File: src/rtl/vga_timing_gen.sv
// Raster timing generator: free-running h/v counters plus one registered
// decode stage producing syncs, data-enable, coordinates and strobes.
module vga_timing_gen #(
    parameter int H_ACTIVE = 1920,
    parameter int H_FP     = 88,
    parameter int H_SYNC   = 44,
    parameter int H_BP     = 148,
    parameter int V_ACTIVE = 1080,
    parameter int V_FP     = 4,
    parameter int V_SYNC   = 5,
    parameter int V_BP     = 36,
    parameter bit HS_POL   = 1'b1,
    parameter bit VS_POL   = 1'b1,
    parameter int CNT_W    = 16
) (
    input  logic             iClk,
    input  logic             iRst_n,
    input  logic             iEn,
    output logic             oHSync,
    output logic             oVSync,
    output logic             oDE,
    output logic [CNT_W-1:0] oX,
    output logic [CNT_W-1:0] oY,
    output logic             oLineStart,
    output logic             oFrameStart
);

    localparam int H_TOTAL = H_ACTIVE + H_FP + H_SYNC + H_BP;
    localparam int V_TOTAL = V_ACTIVE + V_FP + V_SYNC + V_BP;

    localparam logic [CNT_W-1:0] H_LAST  = CNT_W'(H_TOTAL - 1);
    localparam logic [CNT_W-1:0] V_LAST  = CNT_W'(V_TOTAL - 1);
    localparam logic [CNT_W-1:0] H_ACT_N = CNT_W'(H_ACTIVE);
    localparam logic [CNT_W-1:0] V_ACT_N = CNT_W'(V_ACTIVE);
    localparam logic [CNT_W-1:0] HS_BEG  = CNT_W'(H_ACTIVE + H_FP);
    localparam logic [CNT_W-1:0] HS_END  = CNT_W'(H_ACTIVE + H_FP + H_SYNC);
    localparam logic [CNT_W-1:0] VS_BEG  = CNT_W'(V_ACTIVE + V_FP);
    localparam logic [CNT_W-1:0] VS_END  = CNT_W'(V_ACTIVE + V_FP + V_SYNC);
    localparam logic [CNT_W-1:0] ONE     = CNT_W'(1);

    logic [CNT_W-1:0] hcnt;
    logic [CNT_W-1:0] vcnt;
    logic             h_wrap;
    logic             v_wrap;

    assign h_wrap = (hcnt == H_LAST);
    assign v_wrap = (vcnt == V_LAST);

    always_ff @(posedge iClk or negedge iRst_n) begin
        if (!iRst_n) begin
            hcnt <= '0;
            vcnt <= '0;
        end else if (iEn) begin
            if (h_wrap) begin
                hcnt <= '0;
                vcnt <= v_wrap ? '0 : vcnt + ONE;
            end else begin
                hcnt <= hcnt + ONE;
            end
        end
    end

    logic de_d;
    logic hs_on;
    logic vs_on;
    logic line_d;
    logic frame_d;

    // VSYNC depends only on vcnt, so its edges fall on hcnt=0 naturally
    always_comb begin
        de_d    = (hcnt < H_ACT_N) && (vcnt < V_ACT_N);
        hs_on   = (hcnt >= HS_BEG) && (hcnt < HS_END);
        vs_on   = (vcnt >= VS_BEG) && (vcnt < VS_END);
        line_d  = (hcnt == '0);
        frame_d = (hcnt == '0) && (vcnt == '0);
    end

    always_ff @(posedge iClk or negedge iRst_n) begin
        if (!iRst_n) begin
            oX          <= '0;
            oY          <= '0;
            oDE         <= 1'b0;
            oHSync      <= ~HS_POL;
            oVSync      <= ~VS_POL;
            oLineStart  <= 1'b0;
            oFrameStart <= 1'b0;
        end else if (iEn) begin
            oX          <= hcnt;
            oY          <= vcnt;
            oDE         <= de_d;
            oHSync      <= hs_on ? HS_POL : ~HS_POL;
            oVSync      <= vs_on ? VS_POL : ~VS_POL;
            oLineStart  <= line_d;
            oFrameStart <= frame_d;
        end
    end

endmodule

File: config.mk
export PLATFORM = sky130hd
export DESIGN_NAME = vga_timing_gen
export DESIGN_NICKNAME = d
export VERILOG_FILES = /design/src/rtl/vga_timing_gen.sv
export SDC_FILE = /design/constraint.sdc
export NUM_CORES = 1
export LEC_CHECK = 0
export ABC_AREA = 1
export CAP_MARGIN = 10
export CORE_MARGIN = 2
export CORE_UTILIZATION = 52
export DETAILED_ROUTE_END_ITERATION = 7
export MAX_ROUTING_LAYER = met4
export PLACE_DENSITY = 0.84
export SYNTH_ARGS = -nofsm -noshare
export SYNTH_HDL_FRONTEND = slang
export SYNTH_SLANG_ARGS = --single-unit
File: constraint.sdc
create_clock -name iClk -period 1.7 [get_ports iClk]
set_input_delay 0.425 -clock iClk [delete_from_list [all_inputs] [get_ports iClk]]
set_output_delay 0.425 -clock iClk [all_outputs]
set_load 0.05 [all_outputs]
==> flow_metrics.py, run 1 <==
metrics = {
    "outcome": {
        "status": "finished clean",
    },
    "power": {
        "power_w": 0.00418,
        "switching_share_pct": 30.2,
        "vdd_ir_drop_max_mv": 0.841,
        "leakage_nw": 2.20,
        "power_density_nw_per_um2": 952,
        "p_sw_w": 0.00126,
        "seqPwrFrac_pct": 46.2,
        "p_int_w": 0.00292,
        "clkPwrFrac_pct": 33.3,
        "pwr-share-comb_pct": 20.4,
    },
    "drt": {
        "wl_per_cell_um": 13.3,
        "drcViolationCount": 0,
        "vias": 3153,
        "ant_nets": 0,
        "drtIter0Drc": 306,
        "routed_via_density": 5.34,
        "firstDrtPassIters": 7,
        "wl_mm": 7.84,
    },
    "sta": {
        "fmax_mhz": 643,
        "finalCritPeriodShare_pct": 91.6,
        "worst_slack_ns": 0.144,
        "rsz0062_at_grt": "false",
        "final_max_slew_viol_count": 0,
        "tightest_slew_ns": 0.363,
        "relSlewSlack_pct": 75.7,
        "finalHoldViolations": 0,
        "hold_ws_ns": 0.475,
        "layout_min_cycle_time_ns": 1.56,
        "fin_skew_ns": 0.00883,
        "finalSetupViolations": 0,
    },
    "synthesis": {
        "ys_warn_count": 0,
        "synthCells": 449,
        "synthesis.area_um2": 3440,
        "synth_top_area_share_pct": 50.3,
        "synth_nets": 456,
        "synthDistinctLibCells": 27,
        "synth_seq_cells": 69,
        "yosys.area.top_type": "dfrtp_1",
        "ys_seq_area_share_pct": 50.3,
        "synth_flop_cell": "dfrtp_1",
        "synth_edf_count": 0,
        "avgSynthCellArea_um2": 7.65,
        "ys_async_sr_fraction_pct": 100,
        "synth.area.top_cells": "dfrtp_1 (50%), nand2_1 (18%), nor2_1 (4.9%)",
    },
    "floorplanning": {
        "core_area_um2": 6390,
        "dieWidth_um": 85.3,
        "ios": 40,
        "start_util_pct": 53.8,
        "dieHeight_um": 85.3,
        "rows": 29,
        "dieArea_um2": 7270,
    },
    "placed_design": {
        "place_ws_ns": -0.195,
        "place.port_buffers": 39,
        "gp_congestion": 0.869,
        "dp.final_hpwl_mm": 5.65,
    },
    "hold_path": {
        "hp-class": "reg2reg",
        "worstHoldPathCells": 2,
        "hp-start": "oX[6]$_DFFE_PN0P_",
        "hold_end": "oX[6]$_DFFE_PN0P_",
    },
    "finish": {
        "area_delta_synth_final_pct": 27.9,
        "num_antenna_cells": 0,
        "drive_gt1_share_pct": 16.8,
        "fill_cells": 499,
        "num-nets-final": 515,
        "final_util_pct": 68.8,
    },
    "cts": {
        "htreeDepth": 3,
        "cts_root_buf": "clkbuf_8",
        "cts_sinks": 69,
        "cts_buffer_depth": 2,
        "cts_buffers": 9,
        "insertion_delay_ns": 0.34,
        "cts_tree": "yes",
        "path_clk_slew_ns": 0.08,
        "postCtsSetupBuffers": 0,
    },
    "grt": {
        "top_usage_layer": "met2",
        "globalRouteOverflowTotal": 0,
        "antenna_found_initial": 0,
        "grt_pass1_wl_mm": 13.9,
        "met3_usage_pct": 3.79,
        "grt.met1_usage_pct": 32.7,
        "grtUsageMet2_pct": 37.6,
        "grt_use_total_pct": 24.4,
        "grt_pass1_vias": 3061,
        "grt_max_degree": 33,
    },
    "flow_run": {
        "drv_cap": 0,
    },
    "worst_setup_path": {
        "rr_endpoint": "hcnt[7]$_DFFE_PN0P_",
        "rr_worst_depth": 9,
        "timing.rr.start": "hcnt[0]$_DFFE_PN0P_",
        "worst_ep_required_time_ns": 1.93,
        "reg2reg_slack_ns": 0.16,
        "critPathArrivalTime_ns": 1.79,
        "path_class": "in2reg",
        "cp-start-kind": "input port",
        "crit_fanout": 9,
        "end_kind": "flip-flop",
    },
}
==> stage by stage <==
stage | instances | cell area [µm²] | TNS, ns
2_1_floorplan | 449 | 3440 | 0
3_3_place_gp | 573 | 4160 | -0.193
3_5_place_dp | 573 | 4160 | -0.743
4_1_cts | 590 | 4380 | 0
5_1_grt | 590 | 4390 | 0
6_report | 590 | 4390 | 0
==> critical path, stage by stage <==
cell             delay (ns)
clkdlybuf4s50_1        0.48
buf_4                  0.18
buf_4                  0.16
nand2_1                0.07
nor3_1                 0.23
nand3_1                0.13
nand2_1                0.08
inv_1                  0.04
==> cell families after synthesis <==
group	count (synthesis)	synth area share, %
XOR/XNOR	14	3.57
adder cells (fa/ha/maj)	4	1.46
flip-flops	69	50.3
AND/OR/NAND/NOR	260	31.1
buffers and inverters	59	7.10
AO/OA/AOI/OAI	43	6.48
==> flip-flops by register name (all words and copies together), names as in the netlist <==
signal	flops
hcnt	16
oX	16
oY	16
vcnt	16
oDE	1
oFrameStart	1
oHSync	1
oLineStart	1
oVSync	1
==> synthesized netlist by cell type (2+ instances only) <==
cell type    n
dfrtp_1     69
nand3_1     29
xor2_1      13
nand4_1     10
inv_1       41
clkbuf_1     5
o21a_1       2
a21oi_1      2
o21ai_0     27
buf_2        8
ha_1         4
nor3_1       5
nand2_1    163
o21ai_1     11
nor2_1      45
nor2_2       4
==> final cells by class <==
type	instances	area, µm²	area share (%)
sequential	69	1730	39.3
multi-input combinational	321	1480	33.6
timing repair buffer	63	713	16.2
inverter	44	170	3.87
clock buffer	13	169	3.85
tap	77	96.3	2.19
clock inverter	3	42.5	0.968
==> cell usage in the layout, fill, tap and decap left out, drive strengths merged <==
cell,netlist,layout
nor3b,1,1
xor2,13,13
bufinv,0,1
buf,10,61
dfrtp,69,69
o21a,2,2
or2,1,1
o21ai,38,38
nand3,30,30
a21o,1,1
inv,42,42
xnor2,1,1
ha,4,4
nand3b,1,1
clkinvlp,0,1
dlygate4sd3,0,1
clkinv,2,3
clkdlybuf4s50,0,1
nor2,49,49
nand4,10,10
a21oi,2,2
nor3,5,5
nand2,163,163
clkbuf,5,13
==> how the worst max path moves through the flow <==
stage,start,end,slack [ns]
after floorplan,hcnt[0]$_DFFE_PN0P_,vcnt[1]$_DFFE_PN0P_,0.37
after global placement,iEn,hcnt[14]$_DFFE_PN0P_,-0.06
after detailed placement,iEn,hcnt[14]$_DFFE_PN0P_,-0.19
after CTS,vcnt[0]$_DFFE_PN0P_,vcnt[5]$_DFFE_PN0P_,0.14
after global routing,hcnt[0]$_DFFE_PN0P_,hcnt[7]$_DFFE_PN0P_,0.007
final,iEn,hcnt[14]$_DFFE_PN0P_,0.14
==> what timing repair did <==
| action | 4_1_cts | 5_1_grt |
|---|---|---|
| hold buffers | 1 | 0 |
| resized for setup | 0 | 3 |
| hold endpoints to repair | 8 | 0 |
| endpoints found under the setup margin | 0 | 5 |
==> per-layer routing <==
| layer | wire [µm] | part of all wire (%) |
|---|---|---|
| met5 | 0 | 0 |
| met4 | 148 | 1.9 |
| met3 | 477 | 6.1 |
| met2 | 3650 | 47 |
| met1 | 3560 | 45 |
==> power by group through the flow <==
stage,Clock [W],Sequential [W],Combinational (W)
after global routing,0.00151,0.00195,0.000926
after detailed placement,0,0.00195,0.000853
after floorplan,0,0.00211,0.000277
after CTS,0.00142,0.00193,0.000855
after global placement,0,0.00195,0.000827
final,0.00139,0.00193,0.000855
Note: power is estimated with default switching activity, not from simulation.
==> run 2: changes to the inputs <==
Clock period 1.7 ns to 1.6 ns, I/O delays scaled along.
==> run 2 against run 1 <==
  * Global-route usage rose by 2.1 points
  * Flip-flop and latch count did not move
  * Final cell count rose by 0.68%
  * Die area did not move
  * Sequential power rose by 6%
  * Routed wire length rose by 14%
  * Clock power fell by 12%
  * Largest power group unchanged
  * Highest routed layer unchanged
==> flow_metrics.py, run 2 (synthesized netlist as in run 1, its figures left out) <==
metrics = {
    "floorplanning": {
        "ios": 40,
        "dieArea_um2": 7270,
        "dieWidth_um": 85.3,
        "dieHeight_um": 85.3,
        "core_area_um2": 6390,
        "start_util_pct": 53.8,
        "rows": 29,
    },
    "placed_design": {
        "dp.cells": 574,
        "dpl-instance-area_um2": 4430,
        "dp.final_hpwl_mm": 5.76,
        "gp_congestion": 0.964,
        "place.port_buffers": 39,
    },
    "sta": {
        "rsz0062_at_grt": "true",
        "tightest_slew_ns": 0.391,
        "finalCritPeriodShare_pct": 99.2,
        "fmax_mhz": 630,
        "relSlewSlack_pct": 73.8,
        "hold_ws_ns": 0.0545,
        "finalSetupViolations": 0,
        "finalHoldViolations": 0,
        "final_max_slew_viol_count": 0,
        "setup_tns_ns": 0,
        "layout_min_cycle_time_ns": 1.59,
        "fin_skew_ns": 0.00695,
    },
    "grt": {
        "grt_pass1_wl_mm": 14.8,
        "grt_max_degree": 70,
        "globalRouteOverflowTotal": 0,
        "grt_pass1_vias": 3187,
        "antenna_found_initial": 0,
        "grt_use_total_pct": 26.5,
    },
    "worst_setup_path": {
        "cp-start-kind": "flip-flop",
        "critPathArrivalTime_ns": 1.83,
        "rr_endpoint": "vcnt[6]$_DFFE_PN0P_",
        "crit_fanout": 5,
        "end_kind": "flip-flop",
        "worst_ep_required_time_ns": 1.84,
        "timing.rr.start": "vcnt[1]$_DFFE_PN0P_",
        "path_class": "reg2reg",
        "rr_worst_depth": 9,
        "reg2reg_slack_ns": 0.01,
    },
    "cts": {
        "path_clk_slew_ns": 0.07,
        "cts_buffers": 9,
        "htreeDepth": 3,
        "cts_root_buf": "clkbuf_8",
        "cts_tree": "yes",
        "insertion_delay_ns": 0.35,
        "cts_buffer_depth": 2,
        "cts_sinks": 69,
    },
    "finish": {
        "num_antenna_cells": 0,
        "area_delta_synth_final_pct": 38.0,
        "drive_gt1_share_pct": 19.3,
        "num-nets-final": 520,
        "final_common_cell": "nand2_1",
        "final_cell_mix": "nand2_1 (161), dfrtp_1 (69), inv_1 (41)",
        "layout.cells.non_filler": 594,
        "final_cell_area_um2": 4740,
    },
    "outcome": {
        "status": "finished clean",
    },
    "power": {
        "seqPwrFrac_pct": 47.2,
        "leakage_nw": 2.30,
        "vdd_ir_drop_max_mv": 1.03,
        "clkPwrFrac_pct": 28.3,
        "switching_share_pct": 32.2,
        "p_int_w": 0.00294,
        "p_sw_w": 0.00140,
        "power_density_nw_per_um2": 915,
        "pwr-share-comb_pct": 24.6,
    },
    "drt": {
        "routed_via_density": 5.50,
        "vias": 3268,
        "wl_per_cell_um": 15.0,
        "drtIter0Drc": 372,
        "drcViolationCount": 0,
        "firstDrtPassIters": 5,
        "wl_mm": 8.93,
        "ant_nets": 0,
    },
    "flow_run": {
        "drv_cap": 0,
    },
    "hold_path": {
        "hp-class": "in2async",
    },
}
run 2: worst max-delay path by stage:
stage	to	from	slack (ns)
final	vcnt[6]$_DFFE_PN0P_	vcnt[1]$_DFFE_PN0P_	0.01
after global placement	hcnt[11]$_DFFE_PN0P_	iEn	-0.15
after detailed placement	hcnt[11]$_DFFE_PN0P_	iEn	-0.21
after CTS	vcnt[1]$_DFFE_PN0P_	hcnt[0]$_DFFE_PN0P_	0.01
after global routing	vcnt[6]$_DFFE_PN0P_	vcnt[1]$_DFFE_PN0P_	-0.09
after floorplan	vcnt[1]$_DFFE_PN0P_	hcnt[0]$_DFFE_PN0P_	0.27
run 2: layer usage:
metal  part of all wire, %  wire length [µm]  track usage (%)
met1                    42              3740             34.3
met2                    48              4250             39.8
met3                   7.2               645             4.77
met4                   3.3               295             14.1
met5                     0                 0                -
run 2: stage by stage:
stage / utilization [%] / power [W] / setup WS (ns)
after floorplan: - / 0.00254 / 0.274
after global placement: 69.4 / 0.00303 / -0.149
after detailed placement: 69.4 / 0.00306 / -0.207
after CTS: 72.9 / 0.00430 / 0.0100
after global routing: 74.2 / 0.00452 / -0.0914
final: 74.2 / 0.00434 / 0.0130
run 2: what timing repair did:
action                                  4_1_cts  5_1_grt
resized for setup                             6       16
gates cloned                                  1        1
setup buffers                                 2        1
endpoints found under the setup margin       18       26
pin swaps                                     2        3
hold buffers                                  0        0
run 2: power by group through the flow:
stage          Clock (W)  Sequential, W  Combinational [W]
2_1_floorplan          0        0.00224           0.000294
3_3_place_gp           0        0.00206           0.000974
3_5_place_dp           0        0.00207           0.000994
4_1_cts          0.00122        0.00204            0.00104
5_1_grt          0.00130        0.00207            0.00114
6_report         0.00123        0.00205            0.00107
run 2: critical path, cell delays in order (launching register included):
cell	delay, ns
dfrtp_1	0.42
inv_1	0.15
ha_1	0.17
inv_1	0.05
nor2_2	0.13
nand2_1	0.08
nor2_1	0.13
nand3_2	0.16
nand3_1	0.13
nand2_1	0.06
run 2: final cells by class:
class | instances | area (µm²)
sequential | 69 | 1730
fill | 416 | 1650
multi-input combinational | 321 | 1540
timing repair buffer | 68 | 1050
inverter | 44 | 170
clock buffer | 13 | 149
tap | 77 | 96.3
clock inverter | 2 | 10.0
==> run 3: changes to the inputs <==
Settings changed: PLACE_DENSITY 0.84 to 0.77.
==> run 3 against run 2 <==
  * Final area shrank 0.48%
  * Highest routed layer unchanged
  * First-iteration DRC count shrank 10%
  * Via count shrank 2.6%
  * Sequential share of layout area grew 0.17 points
  * Routed wire length shrank 7.9%
  * Critical path depth grew 1
  * Critical endpoint unchanged
  * Worst setup slack gained 0.093 ns
  * Flip-flop and latch count is the same
  * Clock-buffer cell count is the same
  * Combinational power is essentially flat
  * Fmax grew 6.2%
  * Largest cell class unchanged
==> flow_metrics.py, run 3 (synthesized netlist as in run 1, its figures left out) <==
metrics = {
    "drt": {
        "ant_nets": 0,
        "wl_mm": 8.22,
        "wl_per_cell_um": 13.8,
        "routed.top_layer": "met4",
        "drtIter0Drc": 334,
        "wl_met2_mm": 3.91,
        "firstDrtPassIters": 5,
        "vias": 3182,
        "wl_met1_mm": 3.73,
        "routed_via_density": 5.34,
        "met3_length_um": 425,
        "drcViolationCount": 0,
    },
    "floorplanning": {
        "core_area_um2": 6390,
        "ios": 40,
        "dieArea_um2": 7270,
        "dieHeight_um": 85.3,
        "dieWidth_um": 85.3,
        "rows": 29,
        "start_util_pct": 53.8,
    },
    "worst_setup_path": {
        "reg2reg_slack_ns": 0.11,
        "critPathMaxStageDelay_ns": 0.38,
        "timing.rr.start": "hcnt[0]$_DFFE_PN0P_",
        "rr_endpoint": "vcnt[6]$_DFFE_PN0P_",
        "worst_path_most_repeated_cell": "nand2_1",
        "crit_fanout": 8,
        "path_class": "reg2reg",
        "cp-start-kind": "flip-flop",
        "path_cells": "ha_1 > nand2_1 > clkinv_1 > nand2_1 > nor2_2 > nand3_4 > buf_12 > clkinv_4 > nand3_1 > nand2_1",
        "rr_worst_depth": 10,
        "end_kind": "flip-flop",
        "critPathArrivalTime_ns": 1.74,
        "cp_slowest_cell": "dfrtp_1",
        "worst_ep_required_time_ns": 1.84,
    },
    "finish": {
        "final_common_cell": "nand2_1",
        "drive_gt1_share_pct": 18.3,
        "num-nets-final": 521,
        "final_cell_area_um2": 4720,
        "fill_cells": 487,
        "final_util_pct": 73.9,
        "final_cell_mix": "nand2_1 (163), dfrtp_1 (69), inv_1 (41)",
        "num_antenna_cells": 0,
        "area_delta_synth_final_pct": 37.3,
    },
    "sta": {
        "fin_skew_ns": 0.0126,
        "layout_min_cycle_time_ns": 1.49,
        "fmax_mhz": 669,
        "tightest_slew_ns": 0.367,
        "finalSetupViolations": 0,
        "rsz0062_at_grt": "false",
        "setup_tns_ns": 0,
        "relSlewSlack_pct": 75.5,
        "final_max_slew_viol_count": 0,
        "finalHoldViolations": 0,
        "finalCritPeriodShare_pct": 93.4,
    },
    "cts": {
        "cts_buffers": 9,
        "path_clk_slew_ns": 0.08,
        "cts_tree": "yes",
        "cts_sinks": 69,
        "cts_buffer_depth": 2,
        "htreeDepth": 3,
        "cts_root_buf": "clkbuf_8",
        "insertion_delay_ns": 0.35,
    },
    "power": {
        "p_sw_w": 0.00139,
        "vdd_ir_drop_max_mv": 1.17,
        "switching_share_pct": 31.8,
        "pwr-share-comb_pct": 24.1,
        "clkPwrFrac_pct": 30.0,
        "p_int_w": 0.00299,
        "leakage_nw": 2.30,
        "seqPwrFrac_pct": 45.9,
        "power_w": 0.00438,
        "power_density_nw_per_um2": 929,
    },
    "grt": {
        "grt_pass1_wl_mm": 14.0,
        "grt_max_degree": 70,
        "antenna_found_initial": 0,
        "grt_use_total_pct": 25.2,
        "grt_pass1_vias": 3002,
        "globalRouteOverflowTotal": 0,
    },
    "placed_design": {
        "gp_congestion": 0.950,
        "dp.final_hpwl_mm": 5.68,
        "dpl-instance-area_um2": 4440,
        "place.port_buffers": 39,
    },
    "outcome": {
        "status": "finished clean",
    },
    "hold_path": {
        "hp-class": "in2async",
    },
    "flow_run": {
        "drv_cap": 0,
    },
}
-- run 3: cell count changes in the layout (fill, tap and decap cells not counted), moves of 2 or more --
cell / delta
nor2_1: +3
clkinvlp_4: +2
nor2_2: -2
buf_4: +2
nand2_1: +2
nand2_2: -2
-- run 3: routing by layer --
metal	GRT usage, %	vias up
li1	-	1541
met1	34.9	1524
met2	36.1	105
met3	4.47	12
met4	12.1	0
met5	-	-
-- run 3: how the worst max path moves through the flow --
stage | end | cells past startpoint | startpoint
CTS | vcnt[6]$_DFFE_PN0P_ | 9 | vcnt[0]$_DFFE_PN0P_
global placement | hcnt[14]$_DFFE_PN0P_ | 7 | iEn
finish | vcnt[6]$_DFFE_PN0P_ | 10 | hcnt[0]$_DFFE_PN0P_
detailed placement | hcnt[8]$_DFFE_PN0P_ | 6 | iEn
global route | vcnt[5]$_DFFE_PN0P_ | 9 | vcnt[0]$_DFFE_PN0P_
floorplan | vcnt[1]$_DFFE_PN0P_ | 10 | hcnt[0]$_DFFE_PN0P_
-- run 3: timing repair --
action,in CTS,in global routing
setup endpoints to repair,1,13
cloned,0,2
hold buffers,0,0
setup buffers,0,1
gates resized for setup,1,9
-- run 3: cell type report --
class / count / area [µm²] / share of cell area (%)
tap: 77 / 96.3 / 2.04
sequential: 69 / 1730 / 36.6
timing repair buffer: 69 / 1040 / 22.1
clock buffer: 13 / 159 / 3.37
inverter: 44 / 170 / 3.61
clock inverter: 3 / 20.0 / 0.424
multi-input combinational: 321 / 1510 / 31.9
-- run 3: power by group through the flow --
stage / registers, W / logic, W / clock network [W]
finish: 0.00201 / 0.00106 / 0.00132
global route: 0.00202 / 0.00115 / 0.00141
CTS: 0.00202 / 0.00105 / 0.00133
detailed placement: 0.00205 / 0.00104 / 0
global placement: 0.00204 / 0.00103 / 0
floorplan: 0.00224 / 0.000294 / 0
-- run 3: critical path: cells and delay by family, from the launching register on --
family                   cells  cell delay (ns)
AND/OR/NAND/NOR              6             0.48
adder cells (fa/ha/maj)      1             0.21
buffers and inverters        3             0.30
flip-flops                   1             0.38
-- run 3: through the flow --
stage | hold slack, ns | std cells | setup WS, ns
2_1_floorplan | 0.104 | 449 | 0.274
3_3_place_gp | 0.450 | 577 | -0.150
3_5_place_dp | 0.452 | 577 | -0.191
4_1_cts | 0.0721 | 593 | 0.0539
5_1_grt | 0.0900 | 596 | 0.00452
6_report | 0.0562 | 596 | 0.106
